File: src/rtl/softmax_norm_pkg.sv
// +----------------------------------------------------------------------------+
// | softmax_norm_pkg : shared types and helpers for the softmax normaliser     |
// | Rev 1.0                                                                    |
// +----------------------------------------------------------------------------+
`default_nettype none

package softmax_norm_pkg;

  typedef enum logic [1:0] {
    COLLECT = 2'd0,
    DIVIDE  = 2'd1,
    OUTPUT  = 2'd2
  } softmax_state_t;

  localparam int unsigned FX_FRACTION = 24;
  localparam logic [31:0] ONE_FX      = 32'd1 << FX_FRACTION;

  function automatic int unsigned clog2(input int unsigned n);
    int unsigned r;
    int unsigned v;
    r = 0;
    v = 1;
    while (v < n) begin
      v = v << 1;
      r = r + 1;
    end
    return r;
  endfunction

endpackage

`default_nettype wire

File: src/rtl/softmax_norm_div.sv
// +----------------------------------------------------------------------------+
// | softmax_div : sequential restoring divider, FRACTION+1 quotient bits       |
// | Rev 1.0                                                                    |
// +----------------------------------------------------------------------------+
`default_nettype none

module softmax_div
  import softmax_norm_pkg::*;
#(
  parameter int unsigned DATA_WIDTH = 32,
  parameter int unsigned ACC_WIDTH  = 36,
  parameter int unsigned FRACTION   = 24
) (
  input  logic                  clk,
  input  logic                  rst,
  input  logic                  start,
  input  logic [DATA_WIDTH-1:0] numer,
  input  logic [ACC_WIDTH-1:0]  denom,
  output logic                  done,
  output logic [DATA_WIDTH-1:0] quotient
);

  localparam int unsigned REM_WIDTH = ACC_WIDTH + 1;
  localparam int unsigned CNT_WIDTH = clog2(FRACTION + 1);

  logic [REM_WIDTH-1:0] rem_q;
  logic [REM_WIDTH-1:0] den_q;
  logic [FRACTION:0]    quo_q;
  logic [CNT_WIDTH-1:0] cnt_q;
  logic                 busy_q;
  logic                 done_q;

  logic [REM_WIDTH-1:0] w_rem;
  logic [REM_WIDTH-1:0] w_den;
  logic [REM_WIDTH-1:0] w_diff;
  logic                 w_ge;

  // The load cycle resolves the MSB directly from the operand ports, so the
  // remaining FRACTION bits finish exactly FRACTION+1 cycles after start.
  assign w_rem  = start ? REM_WIDTH'(numer) : rem_q;
  assign w_den  = start ? REM_WIDTH'(denom) : den_q;
  assign w_ge   = (w_rem >= w_den);
  assign w_diff = w_ge ? (w_rem - w_den) : w_rem;

  always_ff @(posedge clk) begin
    if (rst) begin
      rem_q  <= '0;
      den_q  <= '0;
      quo_q  <= '0;
      cnt_q  <= '0;
      busy_q <= 1'b0;
      done_q <= 1'b0;
    end else begin
      done_q <= 1'b0;
      if (start) begin
        den_q  <= w_den;
        rem_q  <= {w_diff[REM_WIDTH-2:0], 1'b0};
        quo_q  <= {{FRACTION{1'b0}}, w_ge};
        cnt_q  <= CNT_WIDTH'(FRACTION);
        busy_q <= 1'b1;
      end else if (busy_q) begin
        rem_q <= {w_diff[REM_WIDTH-2:0], 1'b0};
        quo_q <= {quo_q[FRACTION-1:0], w_ge};
        cnt_q <= cnt_q - CNT_WIDTH'(1);
        if (cnt_q == CNT_WIDTH'(1)) begin
          busy_q <= 1'b0;
          done_q <= 1'b1;
        end
      end
    end
  end

  assign done     = done_q;
  assign quotient = DATA_WIDTH'(quo_q);

endmodule

`default_nettype wire

File: src/rtl/softmax_norm.sv
// +----------------------------------------------------------------------------+
// | softmax_norm : buffers a vector of exp results and emits each / sum        |
// | Option macro: SOFTMAX_ZERO_SUM_GUARD_EN (zero-sum bypass + flag port)      |
// | Rev 1.0                                                                    |
// +----------------------------------------------------------------------------+
`default_nettype none

module softmax_norm
  import softmax_norm_pkg::*;
#(
  parameter int unsigned DATA_WIDTH = 32,
  parameter int unsigned FRACTION   = 24,
  parameter int unsigned VEC_LEN    = 10
) (
  input  logic                  clk,
  input  logic                  rst,
  output logic                  sm_ready_in,
  input  logic                  sm_valid_in,
  input  logic [DATA_WIDTH-1:0] sm_data_in,
  input  logic                  sm_ready_out,
  output logic                  sm_valid_out,
  output logic [DATA_WIDTH-1:0] sm_data_out,
  output logic                  sm_last_out
`ifdef SOFTMAX_ZERO_SUM_GUARD_EN
  ,
  output logic                  sm_zero_sum_out
`endif
);

  localparam int unsigned ACC_WIDTH = DATA_WIDTH + clog2(VEC_LEN);
  localparam int unsigned IDX_WIDTH = clog2(VEC_LEN);
  localparam logic [IDX_WIDTH-1:0] c_last_idx = IDX_WIDTH'(VEC_LEN - 1);

  softmax_state_t        state_q;
  logic [DATA_WIDTH-1:0] buf_q [VEC_LEN];
  logic [ACC_WIDTH-1:0]  sum_q;
  logic [IDX_WIDTH-1:0]  idx_q;
  logic                  started_q;
  logic                  valid_q;
  logic                  last_q;
  logic [DATA_WIDTH-1:0] data_q;

  logic                  w_accept;
  logic                  w_skip;
  logic                  w_div_start;
  logic                  w_div_done;
  logic [DATA_WIDTH-1:0] w_quot;

`ifdef SOFTMAX_ZERO_SUM_GUARD_EN
  logic zero_sum_q;
  assign w_skip          = (sum_q == '0);
  assign sm_zero_sum_out = zero_sum_q;
`else
  assign w_skip = 1'b0;
`endif

  assign sm_ready_in = (state_q == COLLECT);
  assign w_accept    = sm_valid_in & sm_ready_in;
  assign w_div_start = (state_q == DIVIDE) & ~started_q & ~w_skip;

  always_ff @(posedge clk) begin
    if (w_accept) begin
      buf_q[idx_q] <= sm_data_in;
    end
  end

  always_ff @(posedge clk) begin
    if (rst) begin
      state_q    <= COLLECT;
      sum_q      <= '0;
      idx_q      <= '0;
      started_q  <= 1'b0;
      valid_q    <= 1'b0;
      last_q     <= 1'b0;
      data_q     <= '0;
`ifdef SOFTMAX_ZERO_SUM_GUARD_EN
      zero_sum_q <= 1'b0;
`endif
    end else begin
      case (state_q)
        COLLECT: begin
          if (w_accept) begin
            sum_q <= sum_q + ACC_WIDTH'(sm_data_in);
            if (idx_q == c_last_idx) begin
              idx_q   <= '0;
              state_q <= DIVIDE;
            end else begin
              idx_q <= idx_q + IDX_WIDTH'(1);
            end
          end
        end
        DIVIDE: begin
          if (w_skip) begin
            data_q     <= '0;
            valid_q    <= 1'b1;
            last_q     <= (idx_q == c_last_idx);
            state_q    <= OUTPUT;
`ifdef SOFTMAX_ZERO_SUM_GUARD_EN
            zero_sum_q <= 1'b1;
`endif
          end else if (w_div_done) begin
            data_q    <= w_quot;
            valid_q   <= 1'b1;
            last_q    <= (idx_q == c_last_idx);
            started_q <= 1'b0;
            state_q   <= OUTPUT;
          end else begin
            started_q <= 1'b1;
          end
        end
        OUTPUT: begin
          if (sm_ready_out) begin
            valid_q <= 1'b0;
            if (last_q) begin
              last_q     <= 1'b0;
              sum_q      <= '0;
              idx_q      <= '0;
              state_q    <= COLLECT;
`ifdef SOFTMAX_ZERO_SUM_GUARD_EN
              zero_sum_q <= 1'b0;
`endif
            end else begin
              idx_q   <= idx_q + IDX_WIDTH'(1);
              state_q <= DIVIDE;
            end
          end
        end
        default: state_q <= COLLECT;
      endcase
    end
  end

  softmax_div #(
    .DATA_WIDTH(DATA_WIDTH),
    .ACC_WIDTH (ACC_WIDTH),
    .FRACTION  (FRACTION)
  ) u_div (
    .clk     (clk),
    .rst     (rst),
    .start   (w_div_start),
    .numer   (buf_q[idx_q]),
    .denom   (sum_q),
    .done    (w_div_done),
    .quotient(w_quot)
  );

  assign sm_valid_out = valid_q;
  assign sm_data_out  = data_q;
  assign sm_last_out  = last_q;

endmodule

`default_nettype wire

File: config.mk
export PLATFORM = sky130hd
export DESIGN_NAME = softmax_norm
export DESIGN_NICKNAME = d
export VERILOG_FILES = /design/src/rtl/softmax_norm_pkg.sv /design/src/rtl/softmax_norm_div.sv /design/src/rtl/softmax_norm.sv
export SDC_FILE = /design/constraint.sdc
export NUM_CORES = 1
export LEC_CHECK = 0
export CAP_MARGIN = 20
export CORE_AREA = 5 5 231 233
export CTS_BUF_LIST = sky130_fd_sc_hd__clkbuf_8
export CTS_CLUSTER_DIAMETER = 120
export DETAILED_ROUTE_END_ITERATION = 7
export DIE_AREA = 0 0 236 238
export PLACE_DENSITY = 0.65
export SLEW_MARGIN = 20
export SYNTH_ARGS = -nofsm -noshare
export SYNTH_HDL_FRONTEND = slang
export SYNTH_SLANG_ARGS = --single-unit
export TNS_END_PERCENT = 100
File: constraint.sdc
create_clock -name clk -period 8.5 [get_ports clk]
set_input_delay 1.275 -clock clk [delete_from_list [all_inputs] [get_ports clk]]
set_output_delay 1.275 -clock clk [all_outputs]
set_load 0.01 [all_outputs]
==> results of run 1 <==
[worst paths after layout]
| kind | startpoint | endpoint | slack [ps] | cells after the start |
|---|---|---|---|---|
| setup reg to reg | flop | u_div.rem_q[32] | 2290 | 15 |
| hold / removal | u_div.quo_q[24] | sm_data_out[24] | 450 | 2 |
| hold reg to reg | u_div.quo_q[24] | sm_data_out[24] | 450 | 2 |
| setup / recovery | flop | u_div.rem_q[32] | 2290 | 15 |
[through the flow]
step                      power [W]  util (%)
final                       0.00528      50.3
after global routing        0.00549      50.3
after CTS                   0.00533      50.2
after detailed placement    0.00324      47.0
after global placement      0.00323      47.0
after floorplan             0.00308         -
[routing by layer]
layer,wire (um),up-vias,GRT usage (%)
met3,2740,76,3.79
li1,-,7079,-
met2,26000,367,31.3
met4,1040,0,5.44
met5,0,-,0
met1,25600,7477,27.1
[area by class of cell]
cell class	count	area, sq um	share of cell area, %
Tap cell	680	851	3.32
Timing Repair Buffer	82	803	3.13
Clock inverter	65	433	1.69
Sequential cell	499	13200	51.5
Clock buffer	87	1200	4.67
Inverter	20	75.1	0.293
Multi-Input combinational cell	1238	9070	35.4
[kinds of logic (layout without fill, tap and decap cells)]
kind of cell / count (synthesis) / after routing / synth area share, %
other: 1 / 7 / 0.0165
DFF: 499 / 499 / 58.0
adders and majority gates: 77 / 77 / 4.30
xor gates and xnor gates: 64 / 64 / 2.46
buffers and inverters: 132 / 254 / 2.43
and+or+nand+nor: 510 / 510 / 9.88
AOI/OAI and AO/OA: 384 / 384 / 10.6
muxes: 196 / 196 / 12.3
[flip-flops by register name, indices dropped and copies added, names as in the netlist, named ones only]
register	cells
u_div.busy_q	1
u_div.den_q	37
u_div.cnt_q	5
state_q	2
u_div.done	1
started_q	1
sm_data_out	25
idx_q	4
u_div.quo_q	25
buf_q	320
sm_valid_out	1
u_div.rem_q	36
sum_q	36
sm_last_out	1
[worst reg2reg max path: stages, from the launching register on]
cell,delay [ps]
sky130_fd_sc_hd__dfxtp_4,790
sky130_fd_sc_hd__buf_4,670
sky130_fd_sc_hd__mux4_2,620
sky130_fd_sc_hd__mux2_2,270
sky130_fd_sc_hd__o21ai_0,250
sky130_fd_sc_hd__o21ai_0,180
sky130_fd_sc_hd__ha_1,420
sky130_fd_sc_hd__and4_1,290
sky130_fd_sc_hd__o2111a_1,230
sky130_fd_sc_hd__o31ai_2,100
sky130_fd_sc_hd__a2111oi_2,410
sky130_fd_sc_hd__nor4b_2,150
sky130_fd_sc_hd__nor4_4,470
sky130_fd_sc_hd__or2_2,670
sky130_fd_sc_hd__mux2i_1,160
sky130_fd_sc_hd__a2111oi_1,380
[synth_stat cells (3+ instances only)]
library cell                 n  area share (%)
sky130_fd_sc_hd__nor2b_1     9            0.25
sky130_fd_sc_hd__o211ai_1    5            0.17
sky130_fd_sc_hd__mux4_2     64             6.3
sky130_fd_sc_hd__a21o_1     20            0.66
sky130_fd_sc_hd__and2_1     25            0.69
sky130_fd_sc_hd__mux2_2     36             1.8
sky130_fd_sc_hd__nor2_1    153             2.5
sky130_fd_sc_hd__a31oi_1    12            0.33
sky130_fd_sc_hd__xnor2_1    38             1.5
sky130_fd_sc_hd__nand3_1    26            0.57
sky130_fd_sc_hd__clkbuf_1   86             1.4
sky130_fd_sc_hd__nand4_1    13            0.36
sky130_fd_sc_hd__nor3_1     13            0.29
sky130_fd_sc_hd__and3_1     17            0.47
sky130_fd_sc_hd__dfxtp_1   179              16
sky130_fd_sc_hd__a41oi_1     3            0.12
sky130_fd_sc_hd__buf_4       7            0.23
sky130_fd_sc_hd__o21a_1      7            0.23
sky130_fd_sc_hd__or3_1       5            0.14
sky130_fd_sc_hd__nand2b_1    9            0.25
sky130_fd_sc_hd__buf_2      12            0.26
sky130_fd_sc_hd__o21ai_0   102             2.2
sky130_fd_sc_hd__o21bai_1    8            0.26
sky130_fd_sc_hd__a21oi_1   125             2.8
sky130_fd_sc_hd__edfxtp_1  320              42
sky130_fd_sc_hd__ha_1       75             4.1
sky130_fd_sc_hd__o31ai_1     9            0.30
sky130_fd_sc_hd__inv_1      20            0.33
sky130_fd_sc_hd__buf_1       5           0.083
sky130_fd_sc_hd__mux2i_1    96             4.2
sky130_fd_sc_hd__a22o_1     15            0.58
sky130_fd_sc_hd__or2_2       3           0.083
sky130_fd_sc_hd__a22oi_1    14            0.46
sky130_fd_sc_hd__nand2_1   224             3.7
sky130_fd_sc_hd__a211oi_1   13            0.43
sky130_fd_sc_hd__xor2_1     26             1.0
sky130_fd_sc_hd__a311oi_1   21            0.81
[power breakdown]
group,total (W),switching [W],leakage [nW],internal [W]
Combinational,0.000510,0.000285,3.66,0.000225
Clock,0.00209,0.000973,0.937,0.00111
Sequential,0.00268,0.0000439,4.35,0.00264
Total,0.00528,0.00130,8.95,0.00398
==> results_tabular.tex, run 1 <==
\begin{tabular}{lr}
\hline
Metric & Value \\
\hline
\multicolumn{2}{l}{\textbf{Global routing}} \\
\quad Maximum number of pins on one net before global-route repair & 90 \\
\quad Number of antenna violations at the first check in global routing & 0 \\
\quad Global router's overall resource usage & about a fifth \\
\quad Global-route wire length before repair & about 86000 um \\
\quad Number of global-route vias before repair & about 15000 \\
\quad GRT overflow & 0 \\
\multicolumn{2}{l}{\textbf{Outcome}} \\
\quad Run status & finished clean \\
\multicolumn{2}{l}{\textbf{Yosys}} \\
\quad Seq cells post-synth & roughly 500 \\
\quad Gate count after technology mapping & 1863 \\
\quad Seq/Total Area, Yosys & 58.0\% \\
\quad Most frequently used flop master after synthesis & sky130\_fd\_sc\_hd\_\_edfxtp\_1 \\
\quad Synthesized area per cell & 12.2 sq um \\
\quad Number of different library cells in the post-synthesis netlist & 71 \\
\quad Total number of yosys warnings & 0 \\
\quad Ys async rst share & 0\% \\
\quad Number of synthesized flops with an enable pin & 320 \\
\quad Cell area after synthesis & 0.0227 sq mm \\
\multicolumn{2}{l}{\textbf{Pwr}} \\
\quad Static leakage & roughly 8.9 nW \\
\quad Power per cell area & between 200 and 250 mW/mm\^{}2 \\
\quad Largest voltage drop on the vdd net & 0.000121 V \\
\multicolumn{2}{l}{\textbf{CTS}} \\
\quad H-tree depth & 3 \\
\quad CTS sink cnt & 499 \\
\quad Clock tree from TritonCTS & yes \\
\quad Number of buffers between clock root and the deepest sink & 3 \\
\quad CTS-repair resized insts & 0 \\
\quad Cell chosen for the clock root & sky130\_fd\_sc\_hd\_\_clkbuf\_8 \\
\quad Latest clock arrival within the worst-skew pair & 690 ps \\
\quad Clk pin slew, worst setup/hold paths & 60 ps \\
\quad Hold bufs inserted after CTS & 0 \\
\quad Number of CTS-inserted buffers & 85 \\
\quad Post-CTS Setup Bufs & 0 \\
\multicolumn{2}{l}{\textbf{Critical path}} \\
\quad Critical path endpoint category & flop \\
\quad Peak fanout along the critical path & 32 \\
\quad Number of buffer and inverter stages on the critical path & 1 \\
\quad Type of the worst setup path & reg2reg \\
\quad Data arrival at the endpoint of the critical path & 6750 ps \\
\quad Most repeated library cell on the critical path & sky130\_fd\_sc\_hd\_\_o21ai\_0 \\
\quad Critical Path RT & between 9000 and 10000 ps \\
\quad Largest delay share family, worst path & simple AND/OR/NAND/NOR gates \\
\quad CP startpoint kind & flop \\
\quad CP max stage cell & sky130\_fd\_sc\_hd\_\_dfxtp\_4 \\
\quad Cells along the critical path & buf\_4 -> mux4\_2 -> mux2\_2 -> o21ai\_0 -> o21ai\_0 -> ha\_1 -> and4\_1 -> o2111a\_1 -> o31ai\_2 -> a2111oi\_2 -> nor4b\_2 -> nor4\_4 -> or2\_2 -> mux2i\_1 -> a2111oi\_1 \\
\quad Longest individual stage delay on the worst path & 790 ps \\
\multicolumn{2}{l}{\textbf{Route}} \\
\quad Vias post-DR & 15000 \\
\quad Remaining design rule violation count & 0 \\
\quad Number of nets with antenna violations after detailed routing & 0 \\
\quad Via-to-Cell Ratio & 5.62 \\
\quad Router iterations before antenna repair & 5 \\
\quad Average wire per standard cell & 20.7 um \\
\quad Total wirelength of the detailed-routed design & between 50000 and 60000 um \\
\quad Number of violations reported at the end of detailed-routing iteration 0 & 1258 \\
\multicolumn{2}{l}{\textbf{STA}} \\
\quad Worst hold margin & 450 ps \\
\quad Setup repair after global routing missed its margin & false \\
\quad Hold Violations, Final & 0 \\
\quad Count of endpoints failing setup in the final report & 0 \\
\quad Post-layout minimum cycle time & 6210 ps \\
\quad Fin crit share & about three quarters \\
\quad Clock tree skew after final layout & 43.6 ps \\
\quad Worst slew margin & 26.3\% \\
\quad Max Clock Freq & approximately 160 MHz \\
\quad Minimum setup slack in the final design & 2290 ps \\
\quad Final-report max-slew violation count & 0 \\
\quad Slew at the pin with the worst max-slew slack & 1110 ps \\
\quad Post-Route Setup TNS & 0 ps \\
\multicolumn{2}{l}{\textbf{Placement}} \\
\quad Half-perimeter wire length after placement & around 35000 um \\
\quad Placer's final routability congestion estimate & 0.878 \\
\quad Cells after DPL & 2518 \\
\quad Total cell area at the placement stage & about 0.024 sq mm \\
\quad Worst Setup Slack post-DPL & roughly 2300 ps \\
\quad IO Port Bufs & 63 \\
\multicolumn{2}{l}{\textbf{Finish}} \\
\quad Commonest non-fill, non-tap cell in the layout & sky130\_fd\_sc\_hd\_\_edfxtp\_1 \\
\quad Commonest cells after routing, fill and taps aside & sky130\_fd\_sc\_hd\_\_edfxtp\_1, sky130\_fd\_sc\_hd\_\_nand2\_1, sky130\_fd\_sc\_hd\_\_dfxtp\_1 \\
\quad Final Cell Area & 0.0256 sq mm \\
\quad Number of standard cells in the final layout excluding fillers & around 2700 \\
\quad Fill cell total of the finished layout & 4458 \\
\quad Fraction of layout instances using a drive strength above 1 & a little over an eighth \\
\quad Count of antenna diodes in the layout & 0 \\
\quad Area growth from synthesis to final layout & 12.7\% \\
\quad Final net count & 2039 \\
\multicolumn{2}{l}{\textbf{Die}} \\
\quad Initial Util & 44.6\% \\
\quad Width of the die & 236 um \\
\quad Core area & just over 0.05 sq mm \\
\quad Die extent in y & 238 um \\
\quad Top-level I/O count & 71 \\
\quad Rows & a little over 80 \\
\quad Die area & between 0.05 and 0.06 sq mm \\
\multicolumn{2}{l}{\textbf{Job}} \\
\quad Number of violations of the max-capacitance limit & 0 \\
\multicolumn{2}{l}{\textbf{Min path}} \\
\quad Worst hold path type & reg2reg \\
\hline
\end{tabular}
Note: power is estimated with default switching activity, not from simulation.
==> inputs of run 2 (changes only) <==
- clock period: 8.5 -> 6.3 ns (I/O delays scaled with it)
==> run 2 against run 1 <==
Utilization is 0.074 points higher. Design area grew 0.15%. Power is 33% higher. Clock power grew 30%. Clock skew fell by 3.3 ps. Die area unchanged. Cell count increased by 0.37%. Largest power group unchanged. Count of clock-buffer cells in the layout increased by 6.
==> results_tabular.tex, run 2 (synthesized netlist as in run 1, its figures left out) <==
\begin{tabular}{lr}
\hline
Metric & Value \\
\hline
\multicolumn{2}{l}{\textbf{CTS}} \\
\quad Clk pin slew, worst setup/hold paths & 60 ps (about the same) \\
\quad Hold bufs inserted after CTS & 0 (unchanged) \\
\quad Latest clock arrival within the worst-skew pair & 670 ps (-20 ps) \\
\quad H-tree depth & 3 (unchanged) \\
\quad Number of buffers between clock root and the deepest sink & 3 (unchanged) \\
\quad CTS-repair resized insts & 0 (unchanged) \\
\quad Clock tree from TritonCTS & yes \\
\quad CTS sink cnt & 499 (unchanged) \\
\quad Cell chosen for the clock root & sky130\_fd\_sc\_hd\_\_clkbuf\_8 \\
\quad Post-CTS Setup Bufs & 0 (unchanged) \\
\quad Number of CTS-inserted buffers & 83 (-2.4\%) \\
\multicolumn{2}{l}{\textbf{Global routing}} \\
\quad Highest-utilization routing layer at the global route stage & met2 \\
\quad Maximum number of pins on one net before global-route repair & 97 (+7.8\%) \\
\quad Met3 routing resource usage after global routing & 4.11\% (+0.32 points) \\
\quad Global-route wire length before repair & 86600 um (+0.65\%) \\
\quad Met1 usage in global routing & 26.5\% (-0.63 points) \\
\quad Number of antenna violations at the first check in global routing & 0 (unchanged) \\
\quad Global routing usage on met2 & 31.6\% (+0.34 points) \\
\quad Global router's overall resource usage & 19.5\% (+0.12 points) \\
\quad GRT overflow & 0 (unchanged) \\
\quad Number of global-route vias before repair & 15100 (+1.5\%) \\
\multicolumn{2}{l}{\textbf{Critical path}} \\
\quad Peak fanout along the critical path & 30 (-6.3\%) \\
\quad Largest delay share family, worst path & compound AO/OA/AOI/OAI gates \\
\quad Worst setup slack for register-to-register paths & 710 ps (-1580 ps) \\
\quad Most repeated library cell on the critical path & sky130\_fd\_sc\_hd\_\_o21ai\_0 \\
\quad Cell depth of the worst flop-to-flop path & 14 (-1) \\
\quad CP startpoint kind & flop \\
\quad Critical register-to-register path endpoint & u\_div.rem\_q[32] \\
\quad Critical Path RT & 6830 ps (-2210 ps) \\
\quad Longest individual stage delay on the worst path & 810 ps (+20 ps) \\
\quad CP max stage cell & sky130\_fd\_sc\_hd\_\_dfxtp\_4 \\
\quad Type of the worst setup path & reg2reg \\
\quad Data arrival at the endpoint of the critical path & 6120 ps (-630 ps) \\
\quad Number of buffer and inverter stages on the critical path & 1 (unchanged) \\
\quad Cells along the critical path & buf\_12 -> mux4\_2 -> mux2\_2 -> o21ai\_0 -> o21ai\_0 -> ha\_1 -> o2111a\_1 -> o31ai\_2 -> a2111oi\_2 -> nor4b\_2 -> nor4\_4 -> or2\_2 -> mux2i\_1 -> a2111oi\_1 \\
\quad Critical path endpoint category & flop \\
\multicolumn{2}{l}{\textbf{Pwr}} \\
\quad Internal Dissipation & 0.00531 W (+34\%) \\
\quad Net switching fraction of the power & 24.6\% (-0.099 points) \\
\quad Part of the power in registers & 51.4\% (+0.6 points) \\
\quad Sw Pwr & 0.00173 W (+33\%) \\
\quad Clk pwr share & 38.7\% (-0.8 points) \\
\quad Largest voltage drop on the vdd net & 0.000195 V (+62\%) \\
\quad Static leakage & 8.99 nW (+0.49\%) \\
\quad Power per cell area & 274 mW/mm\^{}2 (+33\%) \\
\quad Part of the power in combinational logic & 9.9\% (+0.2 points) \\
\multicolumn{2}{l}{\textbf{Finish}} \\
\quad Flip-flop count of the largest register, all copies and words added & 320 (unchanged) \\
\quad Final net count & 2047 (+0.39\%) \\
\quad Registers with the most flip-flops & buf\_q: 320 flops, u\_div.den\_q: 37 flops \\
\quad Count of antenna diodes in the layout & 0 (unchanged) \\
\quad Commonest cells after routing, fill and taps aside & sky130\_fd\_sc\_hd\_\_edfxtp\_1, sky130\_fd\_sc\_hd\_\_nand2\_1, sky130\_fd\_sc\_hd\_\_dfxtp\_1 \\
\quad Commonest non-fill, non-tap cell in the layout & sky130\_fd\_sc\_hd\_\_edfxtp\_1 \\
\quad Fraction of layout instances using a drive strength above 1 & 13.6\% (+0.33 points) \\
\quad Number of standard cells in the final layout excluding fillers & 2681 (+0.37\%) \\
\quad Most flop-heavy register & buf\_q \\
\quad Area growth from synthesis to final layout & 12.8\% \\
\quad Fill cell total of the finished layout & 4415 (-0.96\%) \\
\multicolumn{2}{l}{\textbf{STA}} \\
\quad Hold Violations, Final & 0 (unchanged) \\
\quad Worst slew margin & 27.8\% (+1.5 points) \\
\quad Fin crit share & 88.7\% (+16 points) \\
\quad Post-Route Setup TNS & 0 ps (unchanged) \\
\quad Final-report max-slew violation count & 0 (unchanged) \\
\quad Max Clock Freq & 179 MHz (+11\%) \\
\quad Post-layout minimum cycle time & 5590 ps (-620 ps) \\
\quad Worst hold margin & 456 ps (+5.70 ps) \\
\quad Slew at the pin with the worst max-slew slack & 1080 ps (-25.7 ps) \\
\quad Setup repair after global routing missed its margin & false \\
\quad Clock tree skew after final layout & 40.4 ps (-3.26 ps) \\
\quad Count of endpoints failing setup in the final report & 0 (unchanged) \\
\multicolumn{2}{l}{\textbf{Min path}} \\
\quad Worst hold path type & reg2reg \\
\quad Hold-critical path depth & 2 (unchanged) \\
\quad Beginning of the worst hold path & sm\_data\_out[9] \\
\quad Worst hold path endpoint & sm\_data\_out[9] \\
\multicolumn{2}{l}{\textbf{Die}} \\
\quad Initial Util & 44.6\% (unchanged) \\
\quad Rows & 83 (unchanged) \\
\quad Top-level I/O count & 71 (unchanged) \\
\quad Width of the die & 236 um (unchanged) \\
\quad Die extent in y & 238 um (unchanged) \\
\quad Die area & 0.0562 sq mm (unchanged) \\
\quad Core area & 0.0510 sq mm (unchanged) \\
\multicolumn{2}{l}{\textbf{Route}} \\
\quad Remaining design rule violation count & 0 (unchanged) \\
\quad Number of violations reported at the end of detailed-routing iteration 0 & 1247 (-0.87\%) \\
\quad Average wire per standard cell & 20.6 um (-0.45\%) \\
\quad Total wirelength of the detailed-routed design & 55300 um (about the same) \\
\quad Router iterations before antenna repair & 6 (+1) \\
\quad Number of nets with antenna violations after detailed routing & 0 (unchanged) \\
\quad Via-to-Cell Ratio & 5.60 (-0.21\%) \\
\quad Vias post-DR & 15000 (+0.16\%) \\
\multicolumn{2}{l}{\textbf{Outcome}} \\
\quad Run status & finished clean \\
\multicolumn{2}{l}{\textbf{Placement}} \\
\quad Half-perimeter wire length after placement & 35900 um (+1.8\%) \\
\quad IO Port Bufs & 63 (unchanged) \\
\quad Placer's final routability congestion estimate & 0.884 (+0.73\%) \\
\quad Cells after DPL & 2529 (+0.44\%) \\
\multicolumn{2}{l}{\textbf{Job}} \\
\quad Number of violations of the max-capacitance limit & 0 (unchanged) \\
\hline
\end{tabular}
==> run 2: cell type report <==
cell class,instances,area [sq um],area share (%)
Sequential cell,499,13200,51.4
Clock buffer,93,1280,4.99
Clock inverter,59,312,1.21
Timing Repair Buffer,92,883,3.44
Multi-Input combinational cell,1238,9060,35.3
Tap cell,680,851,3.31
Inverter,20,75.1,0.292
==> run 2: power by group through the flow <==
stage | Sequential, W | Combinational (W) | Clock (W)
after CTS | 0.00362 | 0.000701 | 0.00279
after global routing | 0.00363 | 0.000763 | 0.00295
after detailed placement | 0.00369 | 0.000697 | 0
after floorplan | 0.00365 | 0.000496 | 0
final | 0.00362 | 0.000698 | 0.00272
after global placement | 0.00368 | 0.000680 | 0
==> run 2: worst max-delay path by stage <==
| stage | start | end | slack [ps] | depth (start not counted) |
|---|---|---|---|---|
| final | flop | u_div.rem_q[32] | 710 | 14 |
| after global routing | flop | u_div.rem_q[32] | 240 | 14 |
| after CTS | flop | u_div.rem_q[32] | 680 | 14 |
| after global placement | flop | u_div.rem_q[32] | 790 | 15 |
| after detailed placement | flop | u_div.rem_q[32] | 700 | 14 |
| after floorplan | flop | u_div.rem_q[33] | 1290 | 18 |
==> run 2: per-stage QoR <==
step	power, W	worst slack [ps]	cell area, sq um	utilization (%)
after floorplan	0.00415	1290	22800	-
after global placement	0.00436	787	24100	47.2
after detailed placement	0.00438	698	24100	47.2
after CTS	0.00711	678	25700	50.3
after global routing	0.00734	236	25700	50.3
final	0.00704	709	25700	50.3
==> run 2: tightest hold or removal path: stages, from the launching register on <==
cell	delay, ps
sky130_fd_sc_hd__dfxtp_1	310
sky130_fd_sc_hd__nand2_1	50
sky130_fd_sc_hd__a21oi_1	50
==> run 2: metal layers <==
layer / share of wire [%] / vias to the layer above
li1: - / 7072
met1: 45 / 7440
met2: 47 / 419
met3: 6.1 / 92
met4: 2.5 / 0
met5: 0 / -
